--- config.mk ---
export PLATFORM = sky130hd
export DESIGN_NAME = header_footer_gen_param_flat
export DESIGN_NICKNAME = d
export VERILOG_FILES = /design/src/rtl/header_footer_gen_param_if.sv /design/src/rtl/header_footer_gen_param.sv /design/src/flat_wrapper.sv
export SDC_FILE = /design/constraint.sdc
export NUM_CORES = 1
export LEC_CHECK = 0
export BUFFER_PORTS_ARGS = -buffer_cell sky130_fd_sc_hd__clkbuf_2
export CORE_AREA = 2 2 233 235
export CTS_CLUSTER_SIZE = 10
export DETAILED_ROUTE_END_ITERATION = 6
export DIE_AREA = 0 0 235 237
export GPL_ROUTABILITY_DRIVEN = 0
export PLACE_DENSITY = 0.59
export SLEW_MARGIN = 20
export SYNTH_ARGS = -nofsm -noshare
export SYNTH_HDL_FRONTEND = slang
export SYNTH_SLANG_ARGS = --single-unit
export TNS_END_PERCENT = 1
--- constraint.sdc ---
create_clock -name ACLK -period 23.6 [get_ports ACLK]
set_input_delay 4.72 -clock ACLK [delete_from_list [all_inputs] [get_ports ACLK]]
set_output_delay 4.72 -clock ACLK [all_outputs]
set_load 0.005 [all_outputs]
--- src/rtl/header_footer_gen_param_if.sv ---
// Stream and FIFO-write bundle between trigger logic, the header/footer generator
// and the per-channel ADC/HF FIFOs.
interface header_footer_gen_param_if #(parameter int DW = 128);
   logic [DW+65:0]  S_AXIS_TDATA;
   logic            S_AXIS_TVALID;
   logic            S_AXIS_TREADY;
   logic [DW-1:0]   ADC_DATA;
   logic            ADC_VALID;
   logic            ADC_FIFO_ALMOST_FULL;
   logic [2*DW-1:0] HEADER_FOOTER_DATA;
   logic            HEADER_FOOTER_VALID;
   logic            HF_FIFO_ALMOST_FULL;

   modport master (
      output S_AXIS_TDATA, S_AXIS_TVALID, ADC_FIFO_ALMOST_FULL, HF_FIFO_ALMOST_FULL,
      input  S_AXIS_TREADY, ADC_DATA, ADC_VALID, HEADER_FOOTER_DATA, HEADER_FOOTER_VALID
   );
   modport slave (
      input  S_AXIS_TDATA, S_AXIS_TVALID, ADC_FIFO_ALMOST_FULL, HF_FIFO_ALMOST_FULL,
      output S_AXIS_TREADY, ADC_DATA, ADC_VALID, HEADER_FOOTER_DATA, HEADER_FOOTER_VALID
   );
endinterface

--- src/rtl/header_footer_gen_param.sv ---
// Per-channel header/footer generator: re-times trigger-gated ADC beats and emits one
// header+footer pair per frame. Define HF_PEAK_EN to carry the frame peak sample in the header.
module header_footer_gen_param #(
   parameter int CHANNEL_ID      = 0,
   parameter int SAMPLE_WIDTH    = 16,
   parameter int SAMPLES_PER_CLK = 8,
   parameter int CHARGE_WIDTH    = 24,
   parameter int DEFAULT_MAX_LEN = 100
) (
   input  logic        ACLK,
   input  logic        ARESETN,
   input  logic        SET_CONFIG,
   input  logic [11:0] MAX_TRIGGER_LENGTH,
   header_footer_gen_param_if.slave bus
);
   localparam int DW   = SAMPLE_WIDTH * SAMPLES_PER_CLK;
   localparam int BSW  = SAMPLE_WIDTH + $clog2(SAMPLES_PER_CLK);
   localparam int SUMW = ((CHARGE_WIDTH > BSW) ? CHARGE_WIDTH : BSW) + 1;
   localparam logic [SUMW-1:0] SAT_MAX = {{(SUMW-CHARGE_WIDTH){1'b0}}, {CHARGE_WIDTH{1'b1}}};

   typedef enum logic [1:0] {IDLE = 2'd0, RUN = 2'd1, DROP = 2'd2} state_t;
   state_t state_q, state_d;

   logic [SAMPLES_PER_CLK-1:0][SAMPLE_WIDTH-1:0] lanes, lane_v;
   logic [1:0]  in_tt;
   logic [47:0] in_ts;
   logic [15:0] in_cfg;
   logic        tvalid, take, wr, ovf, split, new_frame, end_close, frame_hg;

   logic [11:0]             max_len_q, max_len_d, len_q, len_d, base_len, len_inc, eff_max;
   logic [15:0]             oid_q, oid_d, cfg_q, cfg_d;
   logic [1:0]              tt_q, tt_d;
   logic [47:0]             ts_q, ts_d;
   logic [CHARGE_WIDTH-1:0] sum_q, sum_d, base_sum, sat_sum;
   logic [SUMW-1:0]         beat_sum, tot;
   logic [DW-1:0]           adc_data_q, adc_data_d, hdr, ftr;
   logic first_q, first_d, open_q, open_d, adc_vld_q;
   logic hf_pulse_q, hf_cont_q, hf_trunc_q, hf_vld, cont, trunc;
   logic [1:0] fstate;
`ifdef HF_PEAK_EN
   logic [SAMPLE_WIDTH-1:0] peak_q, peak_d, base_peak, beat_peak;
`endif

   assign tvalid = bus.S_AXIS_TVALID;
   assign lanes  = bus.S_AXIS_TDATA[DW+65:66];
   assign in_tt  = bus.S_AXIS_TDATA[65:64];
   assign in_ts  = bus.S_AXIS_TDATA[63:16];
   assign in_cfg = bus.S_AXIS_TDATA[15:0];

   // Either FIFO near full turns the beat into an overflow; the HF slot is reserved for its header.
   assign take      = tvalid && (state_q != DROP);
   assign ovf       = take && (bus.ADC_FIFO_ALMOST_FULL || bus.HF_FIFO_ALMOST_FULL);
   assign wr        = take && !ovf;
   assign new_frame = take && ((state_q == IDLE) || !open_q);
   assign end_close = (state_q == RUN) && open_q && !tvalid;
   assign frame_hg  = new_frame ? in_tt[1] : tt_q[1];
   assign eff_max   = (max_len_q == 12'd0) ? 12'd1 : max_len_q;
   assign base_len  = new_frame ? 12'd0 : len_q;
   assign len_inc   = base_len + 12'd1;
   assign split     = wr && (len_inc == eff_max);
   assign base_sum  = new_frame ? '0 : sum_q;

   for (genvar g = 0; g < SAMPLES_PER_CLK; g++) begin : g_lane
      assign lane_v[g] = (frame_hg || g == 0) ? lanes[g] : '0;
   end

   always_comb begin
      beat_sum = '0;
      for (int i = 0; i < SAMPLES_PER_CLK; i++) beat_sum = beat_sum + SUMW'(lane_v[i]);
      tot     = SUMW'(base_sum) + beat_sum;
      sat_sum = (tot > SAT_MAX) ? {CHARGE_WIDTH{1'b1}} : tot[CHARGE_WIDTH-1:0];
   end

`ifdef HF_PEAK_EN
   always_comb begin
      beat_peak = '0;
      for (int i = 0; i < SAMPLES_PER_CLK; i++)
         if (lane_v[i] > beat_peak) beat_peak = lane_v[i];
      base_peak = new_frame ? '0 : peak_q;
      peak_d    = peak_q;
      if (take) peak_d = (wr && beat_peak > base_peak) ? beat_peak : base_peak;
   end
`endif

   always_comb begin
      max_len_d  = max_len_q;
      oid_d      = oid_q;
      tt_d       = tt_q;
      ts_d       = ts_q;
      cfg_d      = cfg_q;
      first_d    = first_q;
      len_d      = len_q;
      sum_d      = sum_q;
      open_d     = open_q;
      adc_data_d = adc_data_q;
      if (state_q == IDLE && SET_CONFIG) max_len_d = MAX_TRIGGER_LENGTH;
      if (state_q == IDLE && tvalid)     oid_d = oid_q + 16'd1;
      if (new_frame) begin
         tt_d    = in_tt;
         ts_d    = in_ts;
         cfg_d   = in_cfg;
         first_d = (state_q == IDLE);
      end
      if (take) begin
         len_d  = wr ? len_inc : base_len;
         sum_d  = wr ? sat_sum : base_sum;
         open_d = wr && !split;
      end else if (end_close) begin
         open_d = 1'b0;
      end
      if (wr) adc_data_d = lanes;
   end

   always_ff @(posedge ACLK or negedge ARESETN) begin
      if (!ARESETN) state_q <= IDLE;
      else          state_q <= state_d;
   end

   always_comb begin
      state_d = state_q;
      unique case (state_q)
         IDLE:    if (tvalid) state_d = ovf ? DROP : RUN;
         RUN:     if (ovf) state_d = DROP; else if (!tvalid) state_d = IDLE;
         DROP:    if (!tvalid) state_d = IDLE;
         default: state_d = IDLE;
      endcase
   end

   always_ff @(posedge ACLK or negedge ARESETN) begin
      if (!ARESETN) begin
         max_len_q  <= 12'(DEFAULT_MAX_LEN);
         oid_q      <= 16'hFFFF;
         tt_q       <= '0;
         ts_q       <= '0;
         cfg_q      <= '0;
         first_q    <= 1'b0;
         len_q      <= '0;
         sum_q      <= '0;
         open_q     <= 1'b0;
         adc_data_q <= '0;
         adc_vld_q  <= 1'b0;
         hf_pulse_q <= 1'b0;
         hf_cont_q  <= 1'b0;
         hf_trunc_q <= 1'b0;
`ifdef HF_PEAK_EN
         peak_q     <= '0;
`endif
      end else begin
         max_len_q  <= max_len_d;
         oid_q      <= oid_d;
         tt_q       <= tt_d;
         ts_q       <= ts_d;
         cfg_q      <= cfg_d;
         first_q    <= first_d;
         len_q      <= len_d;
         sum_q      <= sum_d;
         open_q     <= open_d;
         adc_data_q <= adc_data_d;
         adc_vld_q  <= wr;
         hf_pulse_q <= split || ovf;
         hf_cont_q  <= split;
         hf_trunc_q <= ovf;
`ifdef HF_PEAK_EN
         peak_q     <= peak_d;
`endif
      end
   end

   // End-of-trigger close is seen combinationally so it lines up with the last beat's ADC_VALID.
   always_comb begin
      hf_vld = hf_pulse_q || end_close;
      cont   = hf_pulse_q && hf_cont_q;
      trunc  = hf_pulse_q && hf_trunc_q;
      fstate = trunc ? 2'b10 : (first_q ? 2'b01 : 2'b11);
      hdr = '0;
      hdr[DW-1 -: 8]   = 8'hAA;
      hdr[DW-9 -: 8]   = 8'(CHANNEL_ID);
      hdr[DW-17 -: 12] = len_q;
      hdr[DW-29 -: 4]  = {1'b0, fstate, cont};
      hdr[DW-33 -: 2]  = tt_q;
      hdr[DW-35 -: 24] = ts_q[47:24];
`ifdef HF_PEAK_EN
      hdr[DW-59 -: 16] = 16'(peak_q);
`endif
      hdr[16 +: CHARGE_WIDTH] = sum_q;
      hdr[15:0]        = cfg_q;
      ftr = '0;
      ftr[47:24] = ts_q[23:0];
      ftr[23:8]  = oid_q;
      ftr[7:0]   = 8'h55;
   end

   assign bus.S_AXIS_TREADY       = 1'b1;
   assign bus.ADC_DATA            = adc_data_q;
   assign bus.ADC_VALID           = adc_vld_q;
   assign bus.HEADER_FOOTER_VALID = hf_vld;
   assign bus.HEADER_FOOTER_DATA  = hf_vld ? {hdr, ftr} : '0;
endmodule
--- src/flat_wrapper.sv ---
// flat-port wrapper written by rule: the top's interface ports become plain ports
module header_footer_gen_param_flat 
#(
   parameter int CHANNEL_ID      = 0,
   parameter int SAMPLE_WIDTH    = 16,
   parameter int SAMPLES_PER_CLK = 8,
   parameter int CHARGE_WIDTH    = 24,
   parameter int DEFAULT_MAX_LEN = 100
)
  (ACLK, ARESETN, SET_CONFIG, MAX_TRIGGER_LENGTH, bus_S_AXIS_TDATA, bus_S_AXIS_TVALID, bus_ADC_FIFO_ALMOST_FULL, bus_HF_FIFO_ALMOST_FULL, bus_S_AXIS_TREADY, bus_ADC_DATA, bus_ADC_VALID, bus_HEADER_FOOTER_DATA, bus_HEADER_FOOTER_VALID);
  header_footer_gen_param_if bus_i ();
  input  logic ACLK;
  input  logic ARESETN;
  input  logic SET_CONFIG;
  input  logic [11:0] MAX_TRIGGER_LENGTH;
  input wire logic [$bits(bus_i.S_AXIS_TDATA)-1:0] bus_S_AXIS_TDATA;
  input wire logic [$bits(bus_i.S_AXIS_TVALID)-1:0] bus_S_AXIS_TVALID;
  input wire logic [$bits(bus_i.ADC_FIFO_ALMOST_FULL)-1:0] bus_ADC_FIFO_ALMOST_FULL;
  input wire logic [$bits(bus_i.HF_FIFO_ALMOST_FULL)-1:0] bus_HF_FIFO_ALMOST_FULL;
  output wire logic [$bits(bus_i.S_AXIS_TREADY)-1:0] bus_S_AXIS_TREADY;
  output wire logic [$bits(bus_i.ADC_DATA)-1:0] bus_ADC_DATA;
  output wire logic [$bits(bus_i.ADC_VALID)-1:0] bus_ADC_VALID;
  output wire logic [$bits(bus_i.HEADER_FOOTER_DATA)-1:0] bus_HEADER_FOOTER_DATA;
  output wire logic [$bits(bus_i.HEADER_FOOTER_VALID)-1:0] bus_HEADER_FOOTER_VALID;
  assign bus_i.S_AXIS_TDATA = bus_S_AXIS_TDATA;
  assign bus_i.S_AXIS_TVALID = bus_S_AXIS_TVALID;
  assign bus_i.ADC_FIFO_ALMOST_FULL = bus_ADC_FIFO_ALMOST_FULL;
  assign bus_i.HF_FIFO_ALMOST_FULL = bus_HF_FIFO_ALMOST_FULL;
  assign bus_S_AXIS_TREADY = bus_i.S_AXIS_TREADY;
  assign bus_ADC_DATA = bus_i.ADC_DATA;
  assign bus_ADC_VALID = bus_i.ADC_VALID;
  assign bus_HEADER_FOOTER_DATA = bus_i.HEADER_FOOTER_DATA;
  assign bus_HEADER_FOOTER_VALID = bus_i.HEADER_FOOTER_VALID;
  header_footer_gen_param #(.CHANNEL_ID(CHANNEL_ID), .SAMPLE_WIDTH(SAMPLE_WIDTH), .SAMPLES_PER_CLK(SAMPLES_PER_CLK), .CHARGE_WIDTH(CHARGE_WIDTH), .DEFAULT_MAX_LEN(DEFAULT_MAX_LEN)) u_core (.ACLK(ACLK), .ARESETN(ARESETN), .SET_CONFIG(SET_CONFIG), .MAX_TRIGGER_LENGTH(MAX_TRIGGER_LENGTH), .bus(bus_i));
endmodule
# Word-level counts from Yosys, hierarchy flattened
# Cells that the tools add are included.
[op_classes]
n_eq_ne = 5
n_mux = 24
addsub = 10
n_reduce_logical = 23
order_cmp = 1
[op_table]
columns = ["operator", "count"]
rows = [
  ["two-way mux 256 bit", 1],
  ["adder 25 x 16 -> 25 bit", 6],
  ["two-way mux 16 bit", 7],
  ["two-way mux 24 bit", 3],
  ["two-way mux 12 bit", 3],
  ["adder 24 x 25 -> 25 bit", 1],
  ["> comparator 25 x 24 -> 1 bit (second input constant)", 1],
  ["adder 16 x 16 -> 17 bit", 1],
  ["adder 16 x 1 -> 16 bit (second input constant)", 1],
  ["adder 12 x 1 -> 12 bit (second input constant)", 1],
  ["equality test 12 bit", 1],
  ["logical AND 1 bit", 12],
  ["logical NOT 12 bit", 1],
  ["two-way mux 2 bit", 6],
  ["one-hot mux 2 bit (3 select lines)", 1],
  ["logical NOT 1 bit", 4],
  ["logical OR 1 bit", 4],
  ["inequality test 2 bit (second input constant)", 2],
  ["two-way mux 1 bit", 3],
  ["equality test 2 x 1 -> 1 bit (second input constant)", 1],
  ["equality test 2 bit (second input constant)", 1],
  ["logical NOT 2 bit", 1],
  ["nonzero test 2 bit", 1],
]
[word_totals]
out_inout_bits = 387
wordCells = 78
regBits = 266
in_bits = 212

# Depth between registers and ports, before layout
[depth]
ltp_word = 16
mapped_depth = 36

# Worst setup path before layout
# Ideal clock, no wire load.
[synth_timing]
path_type = "input to register"
startpoint = "input port bus_S_AXIS_TVALID"
endpoint = "register u_core.sum_q[16]"
t_arrival_ns = 11.832
setup_slack_ns = 11.627
required_ns = 23.459
path_stages = 33
n_path_buf = 5
path_cell_list = "clkbuf_1 nand3_1 buf_2 nand2_1 nand2_1 clkbuf_1 clkbuf_1 and2_1 ha_1 nor2b_1 o31a_1 o211ai_1 a21oi_1 or3_1 a31o_2 a21oi_1 xnor2_1 fa_1 inv_1 fa_1 fa_1 fa_1 inv_1 ha_1 nand4_1 nor2_1 a211oi_1 nand2b_1 nand3_1 o31a_1 inv_2 buf_2 a31oi_1"
[synth_between]
elab_chain_len = 15
[synth_lines]
columns = ["element", "line", "rtl"]
rows = [
  ["start, declared", "flat_wrapper.sv:17", "input wire logic [$bits(bus_i.S_AXIS_TVALID)-1:0] bus_S_AXIS_TVALID;"],
  ["logical AND 1 bit *", "header_footer_gen_param.sv:51", "assign take = tvalid && (state_q != DROP);"],
  ["logical AND 1 bit", "header_footer_gen_param.sv:54", "assign new_frame = take && ((state_q == IDLE) || !open_q);"],
  ["two-way mux 1 bit", "header_footer_gen_param.sv:56", "assign frame_hg = new_frame ? in_tt[1] : tt_q[1];"],
  ["two-way mux 16 bit", "header_footer_gen_param.sv:64", "assign lane_v[g] = (frame_hg || g == 0) ? lanes[g] : '0;"],
  ["adder 16 x 16 -> 17 bit", "header_footer_gen_param.sv:69", "for (int i = 0; i < SAMPLES_PER_CLK; i++) beat_sum = beat_sum + SUMW'(lane_v[i]);"],
  ["adder 25 x 16 -> 25 bit (6 in a row)", "header_footer_gen_param.sv:69", ""],
  ["adder 24 x 25 -> 25 bit", "header_footer_gen_param.sv:70", "tot = SUMW'(base_sum) + beat_sum;"],
  ["> comparator 25 x 24 -> 1 bit", "header_footer_gen_param.sv:71", "sat_sum = (tot > SAT_MAX) ? {CHARGE_WIDTH{1'b1}} : tot[CHARGE_WIDTH-1:0];"],
  ["two-way mux 24 bit", "header_footer_gen_param.sv:71", ""],
  ["two-way mux 24 bit", "header_footer_gen_param.sv:106", "sum_d = wr ? sat_sum : base_sum;"],
  ["end signal, assigned", "header_footer_gen_param.sv:156", "sum_q <= sum_d;"],
  ["end, declared", "header_footer_gen_param.sv:34", "logic [CHARGE_WIDTH-1:0] sum_q, sum_d, base_sum, sat_sum;"],
]
# Mark *: on every way between the ends. The rest lies on a longest branch, timed or not.
# A chain may end at the register's enable or synchronous reset.

# Worst setup path in the final report
[layout_timing]
startpoint = "input port bus_S_AXIS_TVALID"
endpoint = "register u_core.sum_q[5]"
# Same word-level chain as after synthesis.

==> impl_metrics.toml <==
[timing]
setup-violations-final = 0
post-route-period-util_pct = 54.1
clock-skew-final_ps = 27.1
grt_setup_unrepaired = "false"
tns_ps = 0
clock.fmax_mhz = 78.4
pin_slew_with_the_least_headroom_to_its_limit_ps = 1020
final-hold-violation-count = 0
post-route-min-period_ps = 12760
slew_headroom_pct = 31.7
drv_slew = 0

[placed_design]
count_of_input_and_output_buffers = 470
post_dp_cell_area_mm2 = 0.0198
placed_cells = 3086
place_hpwl_um = 40700

[yosys]
synth_top_cells_by_area = "dfrtp_1 (36%), nand2_1 (14%), fa_1 (11%)"
synth-adder-area-share_pct = 14.5
syn-instance-count = 2010
yosys.area_share.xor_xnor_pct = 2.73
synth_cell_types = 65
async_set_reset_flop_share_out_of_synthesis_pct = 100
synth_top_family_by_area = "simple AND/OR/NAND/NOR gates"
synth_area_in_compound_gates_pct = 6.01
yosys-mux-area-fraction_pct = 1.09
synth-simple-area-share_pct = 26.6
synth.cell_area_mm2 = 0.0174
synth_sequential_area_ratio_pct = 38.5
avgSynthCellArea_um2 = 8.63
ys_warn_count = 0
synth_largest_area_cell = "dfrtp_1"
synth_edf_count = 0
postSynthRegisterBits = 266
netlist.area_leader.share_pct = 35.6
ys_dominant_reg_cell = "dfrtp_1"

[worst_setup_path]
criticalPathCategory = "in2reg"
cp.buffers_inverters = 5
crit-reg2reg-capture = "u_core.sum_q[5]"
worst_setup_path_end_kind = "register"
critPathRequiredTime_ps = 23970
start_kind = "primary input"
critical_path.slowest_cell = "buf_4"
crit_path_max_fanout = 73
arrival_time_of_the_worst_setup_path_ps = 13140
r2r_cells = 30
setup.reg_to_reg.worst_slack_ps = 14370
critical_path.reg2reg.startpoint = "u_core.state_q[0]"
worst_path_dominant_cell_family = "adder cells"
critPathMaxStageDelay_ps = 540
cp_common_cell = "fa_1"

[power]
vdd.ir_drop.worst_mv = 0.0960
switching_share_pct = 41.7
power_frac_comb_pct = 52.9
total_power_divided_by_cell_area_mw_per_mm2 = 116
p_int_mw = 1.41
p_total_mw = 2.43
total_switching_power_mw = 1.01
p_clk_share_pct = 22.2
leakagePower_nw = 11.1
share_seq_of_total_power_pct = 24.9

[detailed_routing]
drt_wl_total_um = 52100
route.detailed.vias_per_inst = 4.55
wl_cell_um = 16.6
first_iter_violations = 523
detail-route-antenna-nets = 0
drc_errors = 0
drtPass1Iterations = 5
routed-via-count = 14300

[cts]
tritoncts.num_buffers = 36
cts.htree.levels = 2
cts_root_buf = "clkbuf_16"
worst_skew_pair.late_latency_ps = 550
cts.path.max_buffers = 3
cts_tree = "done"
post_cts.resized_instances = 0
post_cts_setup_repair_buffer_count = 0
clk_transition_reported_paths_ps = 50
cts_hold_buf = 0
clock_sink_count = 266

[floorplan]
top_level_ports = 599
std_cell_rows = 85
floorplan.initialDensity_pct = 32.6
chipWidth_um = 235
dieArea_mm2 = 0.0557
fp.dieH_um = 237
core_mm2 = 0.0533

[finish]
antenna_cells = 0
final_layout_size_suffix_gt1_share_pct = 23.9
area.growth.synth_to_final_pct = 20.8
mostFrequentLayoutCell = "nand2_1"
fin_area_mm2 = 0.0210
final-instance-count-excl-fill = 3145
highest_count_cells_in_the_layout_ignoring_fill_and_taps = "nand2_1 (655), clkbuf_2 (469), dfrtp_1 (247), nor2b_1 (128), conb_1 (128)"
final_net_count = 2784

[grt]
grt_use_met2_pct = 31.0
globalRouteMet1Util_pct = 22.9
grt-busiest-layer = "met2"
grtUsageTotal_pct = 18.6
grt_pass1_wl_um = 82300
grt_start_max_net_pins = 102
met3_usage_pct = 5.46
antenna_violations_before_repair = 1
first_global_vias = 14600
gr-total-overflow = 0

[run]
max_cap_viol_count = 0

[outcome]
run_status = "finished, final reports clean"

[worst_hold_path]
hp-class = "reg2reg"
worstHoldStart = "u_core.cfg_q[7]"
worstHoldPathCells = 2
timing.hold.worst_endpoint = "u_core.cfg_q[7]"
==> worst register-to-register path, delay by kind of cell (launching register included) <==
family | cells | cell delay, ps
xor+xnor | 1 | 110
compound gates | 8 | 1930
buf+inv | 4 | 920
fa+ha+maj | 6 | 2750
flops | 1 | 440
simple gates | 11 | 2940
==> sequential cells by signal, indices dropped and copies added (netlist names) <==
name,flops
u_core.bus.ADC_DATA,128
u_core.ts_q,48
u_core.sum_q,24
u_core.cfg_q,16
u_core.oid_q,16
u_core.len_q,12
u_core.max_len_q,12
u_core.state_q,2
u_core.tt_q,2
u_core.bus.ADC_VALID,1
u_core.first_q,1
u_core.hf_cont_q,1
u_core.hf_pulse_q,1
u_core.hf_trunc_q,1
u_core.open_q,1
==> metrics by stage <==
stage               setup WS (ps)  hold WS, ps  util, %
CTS                         10820          469     39.3
detailed placement          10230          455     37.2
floorplan                   11630          438        -
global route                10140          480     39.3
finish                      10840          462     39.3
global placement            10440          450     37.2
==> power groups by stage <==
| stage | clock network (mW) | logic [mW] | registers, mW |
|---|---|---|---|
| after CTS | 0.556 | 1.30 | 0.605 |
| after detailed placement | 0 | 1.29 | 0.611 |
| after global routing | 0.574 | 1.47 | 0.616 |
| after floorplan | 0 | 0.953 | 0.601 |
| after global placement | 0 | 1.26 | 0.608 |
| final | 0.537 | 1.28 | 0.604 |
==> layout make-up <==
type                            count  area [µm²]
Fill cell                        5472       32300
Multi-Input combinational cell   1529        9380
Sequential cell                   266        6680
Timing Repair Buffer              482        2450
Clock buffer                       51        1070
Tap cell                          696         871
Inverter                          113         429
Clock inverter                      8        81.3
==> cell usage after synthesis (2+ instances only) <==
cell type	number
inv_1	112
and2_1	99
a2bb2oi_1	5
or3_1	7
buf_2	10
o21bai_1	2
clkbuf_1	71
o311ai_0	2
nor2b_1	128
nor4_1	6
nand3_1	26
buf_1	8
nor3_1	10
a31o_2	3
xnor2_1	31
and3_1	10
nor2_1	58
mux2i_1	2
a21oi_1	31
mux2_2	13
o21ai_0	30
a211oi_1	4
o31ai_1	7
and4_1	2
xor2_1	23
o22ai_1	3
o21ai_1	4
or2_2	3
dfrtp_1	247
conb_1	2
buf_4	137
nand3b_1	3
a21boi_0	2
a21o_1	11
o21a_1	8
a31oi_1	24
ha_1	48
nand2_1	656
fa_1	96
a2111oi_2	2
o31a_1	4
o211ai_1	3
dfstp_2	19
nand4_1	7
nand2b_1	11
==> per-layer routing <==
metal / wire [µm] / vias up
li1: - / 6867
met1: 21400 / 6858
met2: 25000 / 488
met3: 3990 / 91
met4: 1740 / 2
met5: 13 / -
==> how the worst max path moves through the flow <==
| stage | cells after the start | slack, ps | endpoint | start |
|---|---|---|---|---|
| floorplan | 33 | 11630 | u_core.sum_q[16] | bus_S_AXIS_TVALID |
| global placement | 30 | 10440 | u_core.sum_q[16] | bus_S_AXIS_TVALID |
| detailed placement | 30 | 10230 | u_core.sum_q[11] | bus_S_AXIS_TVALID |
| CTS | 30 | 10820 | u_core.sum_q[11] | bus_S_AXIS_TVALID |
| global route | 30 | 10140 | u_core.sum_q[23] | bus_S_AXIS_TVALID |
| finish | 30 | 10840 | u_core.sum_q[5] | bus_S_AXIS_TVALID |
==> kinds of logic after synthesis <==
logic type	after synthesis
other	2
DFF	266
AOI/OAI and AO/OA	158
muxes	16
and+or+nand+nor	1029
xor gates and xnor gates	54
buffers and inverters	341
adders and majority gates	144
No activity file was read; power rests on OpenSTA's default activity.
